## config.mk

```make
export PLATFORM = sky130hd
export DESIGN_NAME = adc_avg_filter
export DESIGN_NICKNAME = d
export VERILOG_FILES = /design/src/rtl/adc_avg_filter.sv
export SDC_FILE = /design/constraint.sdc
export NUM_CORES = 1
export LEC_CHECK = 0
export BUFFER_PORTS_ARGS = -buffer_cell sky130_fd_sc_hd__buf_2
export CAP_MARGIN = 20
export CORE_ASPECT_RATIO = 1.1
export CORE_MARGIN = 5
export CORE_UTILIZATION = 57
export CTS_CLUSTER_SIZE = 28
export DETAILED_ROUTE_END_ITERATION = 10
export PLACE_DENSITY = 0.76
export SLEW_MARGIN = 15
export SYNTH_ARGS = -nofsm -noshare
export SYNTH_HDL_FRONTEND = slang
export SYNTH_SLANG_ARGS = --single-unit
```

## constraint.sdc

```tcl
create_clock -name clk -period 4.4 [get_ports clk]
set_input_delay 0.44 -clock clk [delete_from_list [all_inputs] [get_ports clk]]
set_output_delay 0.44 -clock clk [all_outputs]
set_load 0.01 [all_outputs]
```

## src/rtl/adc_avg_filter.sv

```systemverilog
// adc_avg_filter: per-channel moving average over one tagged ADC sample stream.
// Ports: clk, rst_n, in_valid/in_ch/in_data, flush -> out_valid/out_ch/out_data, primed, err_ch.
module adc_avg_filter #(
  parameter int DATA_W   = 12,
  parameter int LOG2_WIN = 3,
  parameter int CHANNELS = 4,
  parameter int ROUND    = 0,
  localparam int CH_W    = (CHANNELS > 1) ? $clog2(CHANNELS) : 1
) (
  input  logic                clk,
  input  logic                rst_n,
  input  logic                in_valid,
  input  logic [CH_W-1:0]     in_ch,
  input  logic [DATA_W-1:0]   in_data,
  input  logic                flush,
  output logic                out_valid,
  output logic [CH_W-1:0]     out_ch,
  output logic [DATA_W-1:0]   out_data,
  output logic [CHANNELS-1:0] primed,
  output logic                err_ch
);

  localparam int WIN   = 1 << LOG2_WIN;
  localparam int SUM_W = DATA_W + LOG2_WIN;
  localparam logic [SUM_W:0] RND =
    (ROUND != 0) ? (SUM_W+1)'(WIN / 2) : '0;
  localparam logic [SUM_W:0] MAXV =
    {{(LOG2_WIN+1){1'b0}}, {DATA_W{1'b1}}};

  // Samples are held off until the released reset has passed two flops.
  logic [1:0] rst_q;
  logic       run;

  always_ff @(posedge clk or negedge rst_n) begin
    if (!rst_n) rst_q <= '0;
    else        rst_q <= {rst_q[0], 1'b1};
  end

  assign run = rst_q[1];

  logic [CH_W:0] ch_ext;
  logic          in_bad;
  logic          take;

  assign ch_ext = {1'b0, in_ch};
  assign in_bad = ch_ext >= (CH_W+1)'(CHANNELS);
  assign take   = in_valid & run & ~flush;

  // Stage 1: registered sample
  logic              s1_vld;
  logic              s1_err;
  logic [CH_W-1:0]   s1_ch;
  logic [DATA_W-1:0] s1_data;

  always_ff @(posedge clk or negedge rst_n) begin
    if (!rst_n) begin
      s1_vld  <= 1'b0;
      s1_err  <= 1'b0;
      s1_ch   <= '0;
      s1_data <= '0;
    end else begin
      s1_vld  <= take & ~in_bad;
      s1_err  <= take & in_bad;
      s1_ch   <= in_ch;
      s1_data <= in_data;
    end
  end

  // Channel state is updated in stage order, one sample per cycle,
  // so a back-to-back sample on the same channel sees fresh state.
  logic [DATA_W-1:0]   hist [CHANNELS][WIN];
  logic [LOG2_WIN-1:0] ptr  [CHANNELS];
  logic [SUM_W-1:0]    sum  [CHANNELS];
  logic [CHANNELS-1:0] prm;

  logic [DATA_W-1:0] old;
  logic [SUM_W-1:0]  new_sum;
  logic [SUM_W:0]    rsum;
  logic [SUM_W:0]    quo;
  logic [DATA_W-1:0] res;

  always_comb begin
    old  = hist[s1_ch][ptr[s1_ch]];
    if (!prm[s1_ch])
      new_sum = {s1_data, {LOG2_WIN{1'b0}}};
    else
      new_sum = sum[s1_ch] - SUM_W'(old)
              + SUM_W'(s1_data);
    rsum = {1'b0, new_sum} + RND;
    quo  = rsum >> LOG2_WIN;
    if (!prm[s1_ch])   res = s1_data;
    else if (quo > MAXV) res = '1;
    else                 res = quo[DATA_W-1:0];
  end

  always_ff @(posedge clk or negedge rst_n) begin
    if (!rst_n) begin
      prm <= '0;
      for (int c = 0; c < CHANNELS; c++) begin
        ptr[c] <= '0;
        sum[c] <= '0;
        for (int w = 0; w < WIN; w++)
          hist[c][w] <= '0;
      end
    end else if (flush) begin
      prm <= '0;
      for (int c = 0; c < CHANNELS; c++)
        ptr[c] <= '0;
    end else if (s1_vld) begin
      sum[s1_ch] <= new_sum;
      if (!prm[s1_ch]) begin
        prm[s1_ch] <= 1'b1;
        ptr[s1_ch] <= '0;
        for (int w = 0; w < WIN; w++)
          hist[s1_ch][w] <= s1_data;
      end else begin
        hist[s1_ch][ptr[s1_ch]] <= s1_data;
        ptr[s1_ch] <= ptr[s1_ch] + 1'b1;
      end
    end
  end

  // Stage 2: result register
  logic              s2_vld;
  logic              s2_err;
  logic [CH_W-1:0]   s2_ch;
  logic [DATA_W-1:0] s2_data;

  always_ff @(posedge clk or negedge rst_n) begin
    if (!rst_n) begin
      s2_vld  <= 1'b0;
      s2_err  <= 1'b0;
      s2_ch   <= '0;
      s2_data <= '0;
    end else begin
      s2_vld  <= s1_vld & ~flush;
      s2_err  <= s1_err & ~flush;
      s2_ch   <= s1_ch;
      s2_data <= res;
    end
  end

  // Outputs
  always_ff @(posedge clk or negedge rst_n) begin
    if (!rst_n) begin
      out_valid <= 1'b0;
      err_ch    <= 1'b0;
      out_ch    <= '0;
      out_data  <= '0;
      primed    <= '0;
    end else begin
      out_valid <= s2_vld & ~flush;
      err_ch    <= s2_err & ~flush;
      if (flush) begin
        primed <= '0;
      end else if (s2_vld) begin
        out_ch         <= s2_ch;
        out_data       <= s2_data;
        primed[s2_ch]  <= 1'b1;
      end
    end
  end

endmodule

```

Word-level counts from Yosys, hierarchy flattened --
Index checks and enable logic that the tools add are counted.
Word-level totals: register bits after elaboration 514, input port bits 18
Operators by class: add/sub/neg operators 3, $lt $le $gt $ge 10, equal/unequal tests 1, mux-type cells 65, bitwise gates (word level) 16, reduce and logical (&&, ||, !) cells 9
Operators with widths (count):
- bitwise mux 384 bit | 9
- demux 96 bit (select 2 bit) | 9
- two-way mux 384 bit | 1
- two-way mux 96 bit | 4
- binary-select mux 96 bit (select 2 bit) | 1
- two-way mux 12 bit | 9
- two-way mux 84 bit | 1
- two-way mux 72 bit | 1
- bitwise mux 60 bit | 1
- two-way mux 15 bit | 4
- two-way mux 60 bit | 1
- two-way mux 48 bit | 1
- binary-select mux 12 bit (select 3 bit) | 1
- demux 12 bit (select 3 bit) | 1
- two-way mux 36 bit | 1
- binary-select mux 15 bit (select 2 bit) | 1
- demux 15 bit (select 2 bit) | 1
- two-way mux 24 bit | 1
- two-way mux 4 bit | 5
- adder 15 x 12 -> 15 bit | 1
- subtractor 15 x 12 -> 15 bit | 1
- AND 12 bit | 1
- bitwise mux 12 bit | 1
- greater-than comparator 12 bit, second input constant | 1
- other kinds (24) | 46

Logic depth before layout (Yosys ltp) --
Gate-level depths: netlist of the first run.
depth in word-level cells 14, mapped depth 19, mapped depth without buffers 17

Least setup slack after synthesis of the first run --
OpenSTA, ideal clock, no wires.
path type register to register, start point register s1_ch[0], end point register sum[10] (netlist bit), arrival 4448 ps, required time 4266 ps, path slack -182 ps, cell stages (with the launch flop) 18, clock period less this slack 4582 ps, cells stage by stage dfrtp_1 > buf_6 > buf_2 > buf_2 > buf_2 > mux4_2 > a31oi_1 > o21ai_0 > ha_1 > inv_1 > ha_1 > fa_1 > a21o_1 > a221oi_1 > o21ai_0 > xor2_1 > a21oi_1 > o21ai_0
Between the ends: longest elaborated chain between the ends 12, elaborated cells between the ends (all ways) 25, those cells by class add/sub: 2; order compare: 2; mux: 18; bitwise: 2; reduce/logical: 1
RTL lines:
- start, declared | line 52 | logic [CH_W-1:0] s1_ch;
- start signal, assigned | line 64 | s1_ch <= in_ch;
- NOT 2 -> 3 bit (not written as such) | line 83, 87, 110
- binary-select mux 3 bit (select 2 bit) | line 83 | old = hist[s1_ch][ptr[s1_ch]];
- two-way mux 3 bit (not written as such) (2 in a row) | line 83
- NOT 3 -> 4 bit (not written as such) | line 83
- binary-select mux 12 bit (select 3 bit) | line 83
- two-way mux 12 bit (not written as such) (2 in a row) | line 83
- subtractor 15 x 12 -> 15 bit | line 87 | new_sum = sum[s1_ch] - SUM_W'(old)
- adder 15 x 12 -> 15 bit | line 88 | + SUM_W'(s1_data);
- two-way mux 15 bit | line 84 | if (!prm[s1_ch])
- bitwise mux 60 bit * | line 110 | sum[s1_ch] <= new_sum;
- end signal, assigned by index | line 110
- end, declared | line 73 | logic [SUM_W-1:0] sum [CHANNELS];
Every way passes the cells marked *; elsewhere a longest branch is shown, timed or not. The select of a mux whose other input is x is not followed. A chain may end at the register's enable or synchronous reset.

Worst setup path after layout of the first run --
start point register s1_ch[0], end point register sum[56] (netlist bit)
Same word-level chain as after synthesis.

==> results.md, run 1 <==
- Slowest Stage Delay on Critical Path: 690 ps
- Filler cells: 2,585
- Worst Slack Setup Final: -72.70 ps
- Area Overhead vs Synth: 19.05%
- Placer Congestion: 0.9003
- DRT iter0 DRCs: 1,369
- Ys async rst share: 100.0%
- Setup crit start kind: flip-flop
- Die height: 222.6 µm
- WS Path Type: reg -> reg
- Row count: 77
- Max Buffers Root-to-Sink: 3
- Post-synth EDFFs: 0
- Inst Count DP: 2,371
- R2r setup slk: -70 ps
- Clock slew at reported path FFs: 70 ps
- Critical R2R Launch: s1_ch[0]
- Drt drc: 0
- Max-Slew Margin vs Limit: 36.64%
- Leakage power: 12.74 nW
- Starting Density: 58.00%
- Hold Path Depth: 3
- Vias per cell: 6.184
- Seq/Total Area, Yosys: 54.62%
- Worst hold endpoint: s1_vld
- Routed Antenna Nets: 0
- Final WL: 60,860 µm
- Slew @ Worst Pin: 950.4 ps
- Hold Startpoint: in_valid
- Fin cells: 2,548
- Layout cells sized above 1: 39.61%
- FF-to-FF path depth: 15
- Tcrit/Tclk final: 101.7%
- Final HPWL DP: 37,470 µm
- Routed len/inst: 23.89 µm
- Peak Freq: 0.2236 GHz
- Reg2reg end: sum[56]
- Commonest cells after routing, fill and taps aside: dfrtp_1 (509), mux2_2 (290), nand2_1 (224)
- Yosys cell types: 54
- Via Count: 15,760
- Final Critical Period: 4473 ps
- Primary FF master, synth: dfrtp_1
- H-tree level count: 2
- Hold WC Path Type: in -> reg
- Synthesis-stage register bit count: 511
- WP data required: 4920 ps
- TritonCTS clock tree: built
- Tot Pwr: 13.55 mW
- Worst setup EP type: flip-flop
- Maxcap violations: 0
- Clk sinks: 511
- CP max-delay cell: mux4_2
- Crit path max fanout: 6
- Max Slew Vio Count: 0
- Number of global-route vias before repair: 16,130
- Largest net degree at the start of global routing: 122
- Core Area: 0.04037 mm²
- Final Hold Fails: 0
- Fin Hold WS: 69.32 ps
- CTS Root Cell: clkbuf_16
- Final-stage net count: 2,038
- I/O Buffers: 36
- Failing checks: setup timing
- Global-route wire length before repair: 91,910 µm
- Commonest non-fill, non-tap cell in the layout: dfrtp_1
- Yosys Warn Count: 0
- Cell count after synthesis: 1,840
- Outcome: finished with violations
- Worst VDD drop: 0.0003116 V
- CP Cell Sequence: mux4_2, buf_6, nor2b_1, a221oi_2, o22ai_2, fa_1, inv_2, ha_4, a21o_1, a31o_4, a221o_1, a211oi_2, buf_4, a21oi_1, o21ai_1
- Total global-route track usage: 25.86%
- Synth Area per Inst: 12.72 µm²
- Skew final: 14.42 ps
- CTS Buf Count: 51
- Initial antenna violation count: 0
- Post-Syn Area: 0.02341 mm²
- CP arrival: 4990 ps
- Syn_nets: 1,886
- GRT overflow: 0
- Antenna Cells: 0
- Io pins: 38
- Final setup viols: 3
- Die area: 0.04523 mm²
- Worst-Skew Late Latency: 600 ps
- PD cells: 486.3 mW/mm²
- Drt pass-1 iters: 6
- RSZ-0062 raised after global routing: yes
- Die W: 203.2 µm
per-stage QoR:
step	util [%]	setup WS (ps)	cell area (µm²)	TNS, ps
after floorplan	-	22.90	23420	0
after global placement	61.43	-82.98	24800	-266.9
after detailed placement	61.43	-191.4	24800	-2333
after CTS	66.50	-10.98	26840	-15.10
after global routing	69.04	-162.4	27870	-1992
final	69.04	-72.70	27870	-96.50
state kept, by name, indices dropped and copies added, names as in the netlist, 2 cells and up:
| name | cells |
|---|---|
| s1_data | 12 |
| prm | 4 |
| s1_ch | 2 |
| hist | 384 |
| out_data | 12 |
| s2_ch | 2 |
| rst_q | 2 |
| out_ch | 2 |
| s2_data | 12 |
| ptr | 12 |
| primed | 4 |
| sum | 60 |
critical path: cells and delay by family (launching register included):
kind | cells | cell delay (ps)
AOI/OAI and AO/OA | 8 | 1680
adders and majority gates | 2 | 670
buffers and inverters | 3 | 440
DFF | 1 | 500
muxes | 1 | 690
and+or+nand+nor | 1 | 400
worst max-delay path by stage:
stage | startpoint | endpoint | slack (ps) | depth (start not counted)
2_1_floorplan | s1_ch[0] | sum[13] | 20 | 16
3_3_place_gp | s1_ch[0] | sum[24] | -80 | 17
3_5_place_dp | s1_ch[0] | sum[24] | -190 | 17
4_1_cts | s1_ch[0] | sum[25] | -10 | 16
5_1_grt | s1_ch[0] | sum[56] | -160 | 15
6_report | s1_ch[0] | sum[56] | -70 | 15
cells by family after synthesis:
logic type	synth area share (%)
simple gates	6.002
fa+ha+maj	1.881
other cells	0.03208
xor+xnor	0.3367
mux	26.11
flops	54.62
buf+inv	3.746
compound gates	7.274
repair_timing:
action                                  in CTS  in global routing
endpoints found under the setup margin      35                 49
hold buffers                                15                  0
gates cloned                                 0                  8
buffers inserted                             6                 52
pin swaps                                    2                 47
gates resized for setup                     25                118
endpoints found under the hold margin       43                  0
Yosys cell counts, drive strengths merged, types with 5 or more instances:
master  instances  area [µm²]
and2            5       31.28
o211ai          5       37.54
o21ai         195       975.9
inv            63       236.5
nor2           65       244.0
clkbuf         93       349.1
buf            57       291.5
mux4          113        2545
nand3          12       60.06
nand2         226       848.3
a21o           12       90.09
and3            6       37.54
a22oi           5       37.54
xor2            5       43.79
a21oi          37       192.7
fa             12       240.2
dfrtp         511       12790
nor2b           6       40.04
nor3            6       30.03
mux2i          29       290.3
a31oi          18       112.6
mux2          291        3277
ha             16       200.2
layout make-up:
| class | instances | area (µm²) | area share [%] |
|---|---|---|---|
| Inverter | 63 | 239.0 | 0.8575 |
| Clock inverter | 21 | 232.7 | 0.8350 |
| Multi-Input combinational cell | 1116 | 10130 | 36.35 |
| Tap cell | 513 | 641.9 | 2.303 |
| Clock buffer | 75 | 1506 | 5.405 |
| Sequential cell | 511 | 12790 | 45.91 |
| Timing Repair Buffer | 249 | 2323 | 8.337 |
metal layers:
| layer | up-vias | track usage (%) | share of wire (%) |
|---|---|---|---|
| met4 | 0 | 10.32 | 4.4 |
| met2 | 652 | 43.17 | 50 |
| met1 | 8125 | 34.41 | 38 |
| met5 | - | 0 | 0 |
| met3 | 166 | 4.039 | 7.0 |
| li1 | 6813 | - | - |
report_power, final:
group,switching (mW),total (mW),internal (mW)
logic,1.47,3.14,1.67
clock network,1.86,4.48,2.62
registers,0.433,5.94,5.50
total,3.76,13.6,9.79
(Power assumes the default switching activity.)
==> run 2, diff against run 1 <==
--- a/config.mk
+++ b/config.mk
@@ -13,6 +13,7 @@
 export CTS_CLUSTER_SIZE = 28
 export DETAILED_ROUTE_END_ITERATION = 10
 export PLACE_DENSITY = 0.76
+export RECOVER_POWER = 100
 export SLEW_MARGIN = 15
 export SYNTH_ARGS = -nofsm -noshare
 export SYNTH_HDL_FRONTEND = slang
==> run 2 against run 1 <==
The run still ends with setup timing left. Clock power about the same. Utilization about the same. Register-to-register slack about the same. Cell area about the same. Critical endpoint unchanged. Clock skew up 1.3 ps. Non-clock buffer count unchanged. Die area unchanged. Combinational power about the same.
==> results.md, run 2 (same netlist as run 1, synthesis figures left out) <==
- Max reg flops: 384 (unchanged)
- Final WL: 60,840 µm (about the same)
- Skew final: 15.73 ps (+1.304 ps)
- Filler cells: 2,586 (+0.039%)
- Worst-Skew Late Latency: 590 ps (about the same)
- Global-route wire length before repair: 91,910 µm (unchanged)
- Final Hold Fails: 0 (unchanged)
- CTS Buf Count: 51 (unchanged)
- Starting Density: 58.00% (unchanged)
- Clk sinks: 511 (unchanged)
- DP Area: 0.02480 mm² (unchanged)
- CP arrival: 4990 ps (about the same)
- Routed len/inst: 23.88 µm (about the same)
- RSZ-0062 raised after global routing: yes
- CTS Root Cell: clkbuf_16
- Die area: 0.04523 mm² (unchanged)
- Final Critical Period: 4472 ps (-0.5960 ps)
- Max-Slew Margin vs Limit: 36.55% (-0.088 points)
- TritonCTS clock tree: built
- Antenna Cells: 0 (unchanged)
- Vias per cell: 6.190 (+0.10%)
- Regs by FF count: hist: 384 flops, sum: 60 flops
- Maxcap violations: 0 (unchanged)
- Worst setup EP type: flip-flop
- Max Slew Vio Count: 0 (unchanged)
- WS Path Type: reg -> reg
- DP Worst Slack: -191.4 ps (unchanged)
- Final-stage net count: 2,038 (unchanged)
- Hold WC Path Type: in -> reg
- Worst VDD drop: 0.0003115 V (about the same)
- Slew @ Worst Pin: 951.7 ps (+1.326 ps)
- Drt pass-1 iters: 6 (unchanged)
- Tcrit/Tclk final: 101.6% (about the same)
- Initial antenna violation count: 0 (unchanged)
- Total global-route track usage: 25.86% (unchanged)
- Commonest non-fill, non-tap cell in the layout: dfrtp_1
- Commonest cells after routing, fill and taps aside: dfrtp_1 (509), mux2_2 (290), nand2_1 (224)
- Core Area: 0.04037 mm² (unchanged)
- H-tree level count: 2 (unchanged)
- Biggest register: hist
- Leakage power: 12.74 nW (about the same)
- Die W: 203.2 µm (unchanged)
- Number of global-route vias before repair: 16,130 (unchanged)
- Routed Antenna Nets: 0 (unchanged)
- Clock slew at reported path FFs: 70 ps (about the same)
- Outcome: finished with violations
- Failing checks: setup timing
- Worst Slack Setup Final: -72.10 ps (+0.5960 ps)
- GRT overflow: 0 (unchanged)
- Drt drc: 0 (unchanged)
- Post-route cell area: 0.02787 mm² (about the same)
- Final HPWL DP: 37,470 µm (unchanged)
- Register Area: 0.01279 mm² (unchanged)
- Layout cells sized above 1: 39.56% (-0.049 points)
- Peak Freq: 0.2236 GHz (about the same)
- Area Overhead vs Synth: 19.04% (about the same)
- Row count: 77 (unchanged)
- WP data required: 4920 ps (about the same)
- Largest net degree at the start of global routing: 122 (unchanged)
- Crit path max fanout: 6 (unchanged)
- TNS Setup: -145.4 ps (-48.87 ps)
- DRT iter0 DRCs: 1,367 (-0.15%)
- Max Buffers Root-to-Sink: 3 (unchanged)
- Die height: 222.6 µm (unchanged)
- Final setup viols: 9 (+6)
- Via Count: 15,770 (+0.10%)
- Io pins: 38 (unchanged)
- I/O Buffers: 36 (unchanged)
- Setup crit start kind: flip-flop
- PD cells: 486.3 mW/mm² (about the same)
- Tot Pwr: 13.55 mW (about the same)
- Multi-input logic area: 0.01013 mm² (unchanged)
- Placer Congestion: 0.9003 (unchanged)
[run 2: changes by cell type in the layout (fill, tap and decap cells not counted), sizes merged]
cell / change
buf: -1
clkbuf: +1
[run 2: cell type report]
cell class | count | share of cell area (%)
multi-input cells | 1116 | 36.36
flip-flops and latches | 511 | 45.91
inverters | 63 | 0.8575
clock buffers | 75 | 5.405
clock inverters | 21 | 0.8351
well taps | 513 | 2.303
repair buffers | 249 | 8.333
[run 2: stage by stage]
stage	util (%)	cells	hold WS (ps)
2_1_floorplan	-	1840	144.4
3_3_place_gp	61.43	2371	334.1
3_5_place_dp	61.43	2371	342.8
4_1_cts	66.50	2488	49.42
5_1_grt	69.04	2548	67.39
6_report	69.04	2548	69.65
[run 2: report_power, final]
group	total (mW)	leakage, nW	internal, mW	switching [mW]
sequential	5.94	6.59	5.50	0.433
clock	4.48	0.865	2.62	1.86
combinational	3.14	5.28	1.67	1.47
[run 2: critical path: stages, from the launching register on]
cell and delay (ps):
dfrtp_4 500, mux4_2 690, buf_6 200, nor2b_1 400, a221oi_2 160, o22ai_2 210, fa_1 460, inv_2 80
ha_4 200, a21o_1 210, a31o_4 270, a221o_1 350, a211oi_2 310, buf_4 160, a21oi_1 50, o21ai_1 120
[run 2: per-layer routing]
metal	global-route usage [%]	share of wire, %	up-vias
li1	-	-	6810
met1	34.41	38	8122
met2	43.17	50	665
met3	4.039	7.1	175
met4	10.32	4.5	0
met5	0	0	-
[run 2: final timing paths]
path                            cells past startpoint  slack (ps)      from        end
worst max-delay path                               15         -70  s1_ch[0]    sum[56]
min in group asynchronous                           2         520     rst_n  hist[362]
worst min register to register                      0         350  rst_q[0]   rst_q[1]
worst max register to register                     15         -70  s1_ch[0]    sum[56]
max in group asynchronous                           3        2740     rst_n  hist[235]
worst min-delay path                                3          70  in_valid     s1_vld
[run 2: timing repair]
action,in CTS,in global routing
pin swaps,2,47
setup endpoints to repair,35,49
hold buffers,15,0
cloned,0,8
setup buffers,6,52
resized for setup,25,118
hold endpoints to repair,43,0
==> run 3, diff against run 2 <==
--- a/config.mk
+++ b/config.mk
@@ -8,7 +8,6 @@
 export BUFFER_PORTS_ARGS = -buffer_cell sky130_fd_sc_hd__buf_2
 export CAP_MARGIN = 20
 export CORE_ASPECT_RATIO = 1.1
-export CORE_MARGIN = 5
 export CORE_UTILIZATION = 57
 export CTS_CLUSTER_SIZE = 28
 export DETAILED_ROUTE_END_ITERATION = 10
==> run 3 against run 2 <==
The flow now finishes without violations. Register-to-register slack better by 130 ps. Clock-buffer cell count increased by 7. Setup slack gained 130 ps. Cell area is 1.7% lower. Critical path depth shrank 1. Largest power group unchanged.
==> results.md, run 3 (same netlist as run 1, synthesis figures left out) <==
- WP data required: 4920 ps (about the same)
- Largest net degree at the start of global routing: 102 (-16%)
- Starting Density: 58.00% (unchanged)
- Fin cells: 2,527 (-0.82%)
- Met1 wire length: 23,920 µm (+2.5%)
- Layout cells sized above 1: 37.29% (-2.3 points)
- CTS Buf Count: 51 (unchanged)
- Crit path max fanout: 11 (+5)
- Routed len/inst: 23.47 µm (-1.7%)
- DRT iter0 DRCs: 1,295 (-5.3%)
- Metal2 WL: 29,250 µm (-3.8%)
- Placer Congestion: 0.9253 (+2.8%)
- Tcrit/Tclk final: 98.78% (-2.9 points)
- Worst VDD drop: 0.0003552 V (+14%)
- Outcome: complete, no violations
- RSZ-0062 raised after global routing: yes
- CP max-delay cell: mux4_2
- Tot Pwr: 13.15 mW (-3.0%)
- Met3 WL post-DR: 3767 µm (-13%)
- Initial antenna violation count: 1 (+1)
- Final-stage net count: 2,022 (-0.79%)
- Total global-route track usage: 28.80% (+2.9 points)
- Final HPWL DP: 38,070 µm (+1.6%)
- Final setup viols: 0 (-9)
- Filler cells: 2,733 (+5.7%)
- CP Cell Sequence: mux4_2, buf_4, mux2_2, a221o_1, a22o_1, fa_1, inv_1, ha_4, and4_1, nand3_1, o22ai_4, nor3_2, nand3b_1, a31oi_1
- Commonest non-fill, non-tap cell in the layout: dfrtp_1
- Regs by FF count: hist: 384 flops, sum: 60 flops
- Die area: 0.04189 mm² (-7.4%)
- Io pins: 38 (unchanged)
- Final Hold Fails: 0 (unchanged)
- Die height: 214.6 µm (-3.6%)
- Clk sinks: 511 (unchanged)
- I/O Buffers: 36 (unchanged)
- Maxcap violations: 0 (unchanged)
- Commonest cells after routing, fill and taps aside: dfrtp_1 (509), mux2_2 (291), nand2_1 (225)
- Peak Freq: 0.2301 GHz (+2.9%)
- Max Buffers Root-to-Sink: 3 (unchanged)
- CP arrival: 4870 ps (-120 ps)
- Slowest Stage Delay on Critical Path: 710 ps (+20 ps)
- Die W: 195.2 µm (-3.9%)
- Worst-Skew Late Latency: 600 ps (about the same)
- Inst Count DP: 2,384 (+0.55%)
- Final Critical Period: 4346 ps (-126.0 ps)
- Number of global-route vias before repair: 16,230 (+0.66%)
- H-tree level count: 2 (unchanged)
- TritonCTS clock tree: built
- Area Overhead vs Synth: 17.04%
- Drt pass-1 iters: 5 (-1)
- Vias per cell: 6.193 (about the same)
- Antenna Cells: 0 (unchanged)
- Row count: 77 (unchanged)
- Max reg flops: 384 (unchanged)
- Max-Slew Margin vs Limit: 39.19% (+2.6 points)
- Setup crit start kind: flip-flop
- WS Path Type: reg -> reg
- Global-route wire length before repair: 92,070 µm (+0.17%)
- GRT overflow: 0 (unchanged)
- Final WL: 59,300 µm (-2.5%)
- Clock slew at reported path FFs: 60 ps (about the same)
- Drt drc: 0 (unchanged)
- CTS Root Cell: clkbuf_16
- Biggest register: hist
- Hold WC Path Type: in -> reg
- Slew @ Worst Pin: 912.2 ps (-39.57 ps)
- Top Layer Used: met5
- Core Area: 0.04037 mm² (unchanged)
- Max Slew Vio Count: 0 (unchanged)
- Via Count: 15,650 (-0.78%)
- Worst setup EP type: flip-flop
- Routed Antenna Nets: 0 (unchanged)
- PD cells: 479.9 mW/mm² (-1.3%)
- Skew final: 16.67 ps (+0.9492 ps)
- Leakage power: 12.48 nW (-2.0%)
## run 3: cell count changes in the layout (fill, tap and decap cells not counted), sizes merged
cell,previous run,this run
buf,225,213
bufinv,4,1
clkbuf,84,86
clkinv,11,5
inv,68,65
mux4,113,114
## run 3: path summary, 6_finish.rpt
kind	slack (ps)	from	depth (start not counted)	endpoint
max in group asynchronous	2810	rst_n	3	s2_data[7]
min reg2reg	350	rst_q[0]	0	rst_q[1]
min	60	in_valid	3	s1_vld
min in group asynchronous	490	rst_n	2	hist[64]
max	50	s1_ch[0]	14	sum[44]
max reg2reg	50	s1_ch[0]	14	sum[44]
## run 3: critical path: cells and delay by family, from the launching register on
family,cells,cell delay (ps)
muxes,2,990
DFF,1,500
AOI/OAI and AO/OA,4,1010
buffers and inverters,2,280
and+or+nand+nor,4,690
adders and majority gates,2,810
## run 3: area by class of cell
| type | instances | area (µm²) | share of cell area (%) |
|---|---|---|---|
| clock inverter | 9 | 91.34 | 0.3333 |
| timing repair buffer | 232 | 2026 | 7.393 |
| inverter | 63 | 236.5 | 0.8631 |
| multi-input combinational | 1117 | 10120 | 36.92 |
| tap | 513 | 641.9 | 2.343 |
| sequential | 511 | 12790 | 46.70 |
| clock buffer | 82 | 1494 | 5.452 |
## run 3: layer usage
layer	vias up	global-route usage, %
met5	-	0
li1	6803	-
met4	2	12.41
met2	589	47.42
met3	139	4.530
met1	8116	38.19
## run 3: where the power goes
| part | total [mW] | leakage, nW | switching [mW] | internal, mW |
|---|---|---|---|---|
| clock | 4.17 | 0.770 | 1.79 | 2.38 |
| sequential | 5.93 | 6.59 | 0.426 | 5.50 |
| combinational | 3.05 | 5.12 | 1.45 | 1.60 |
## run 3: metrics by stage
step | setup slack, ps | setup TNS, ps | util [%] | cell area (µm²) | hold slack, ps
detailed placement | -143.7 | -2305 | 61.71 | 24910 | 340.2
finish | 53.85 | 0 | 67.88 | 27400 | 60.43
global placement | -34.53 | -295.0 | 61.71 | 24910 | 333.3
global route | -75.87 | -1431 | 67.88 | 27400 | 71.05
CTS | 0.1128 | 0 | 66.26 | 26750 | 40.11
floorplan | 22.90 | 0 | - | 23420 | 144.4
## run 3: timing repair
item | 4_1_cts | 5_1_grt
pin swaps | 2 | 26
setup buffers | 4 | 29
setup endpoints to repair | 41 | 52
endpoints found under the hold margin | 107 | 0
hold buffers | 15 | 0
gates cloned | 0 | 4
resized for setup | 16 | 87
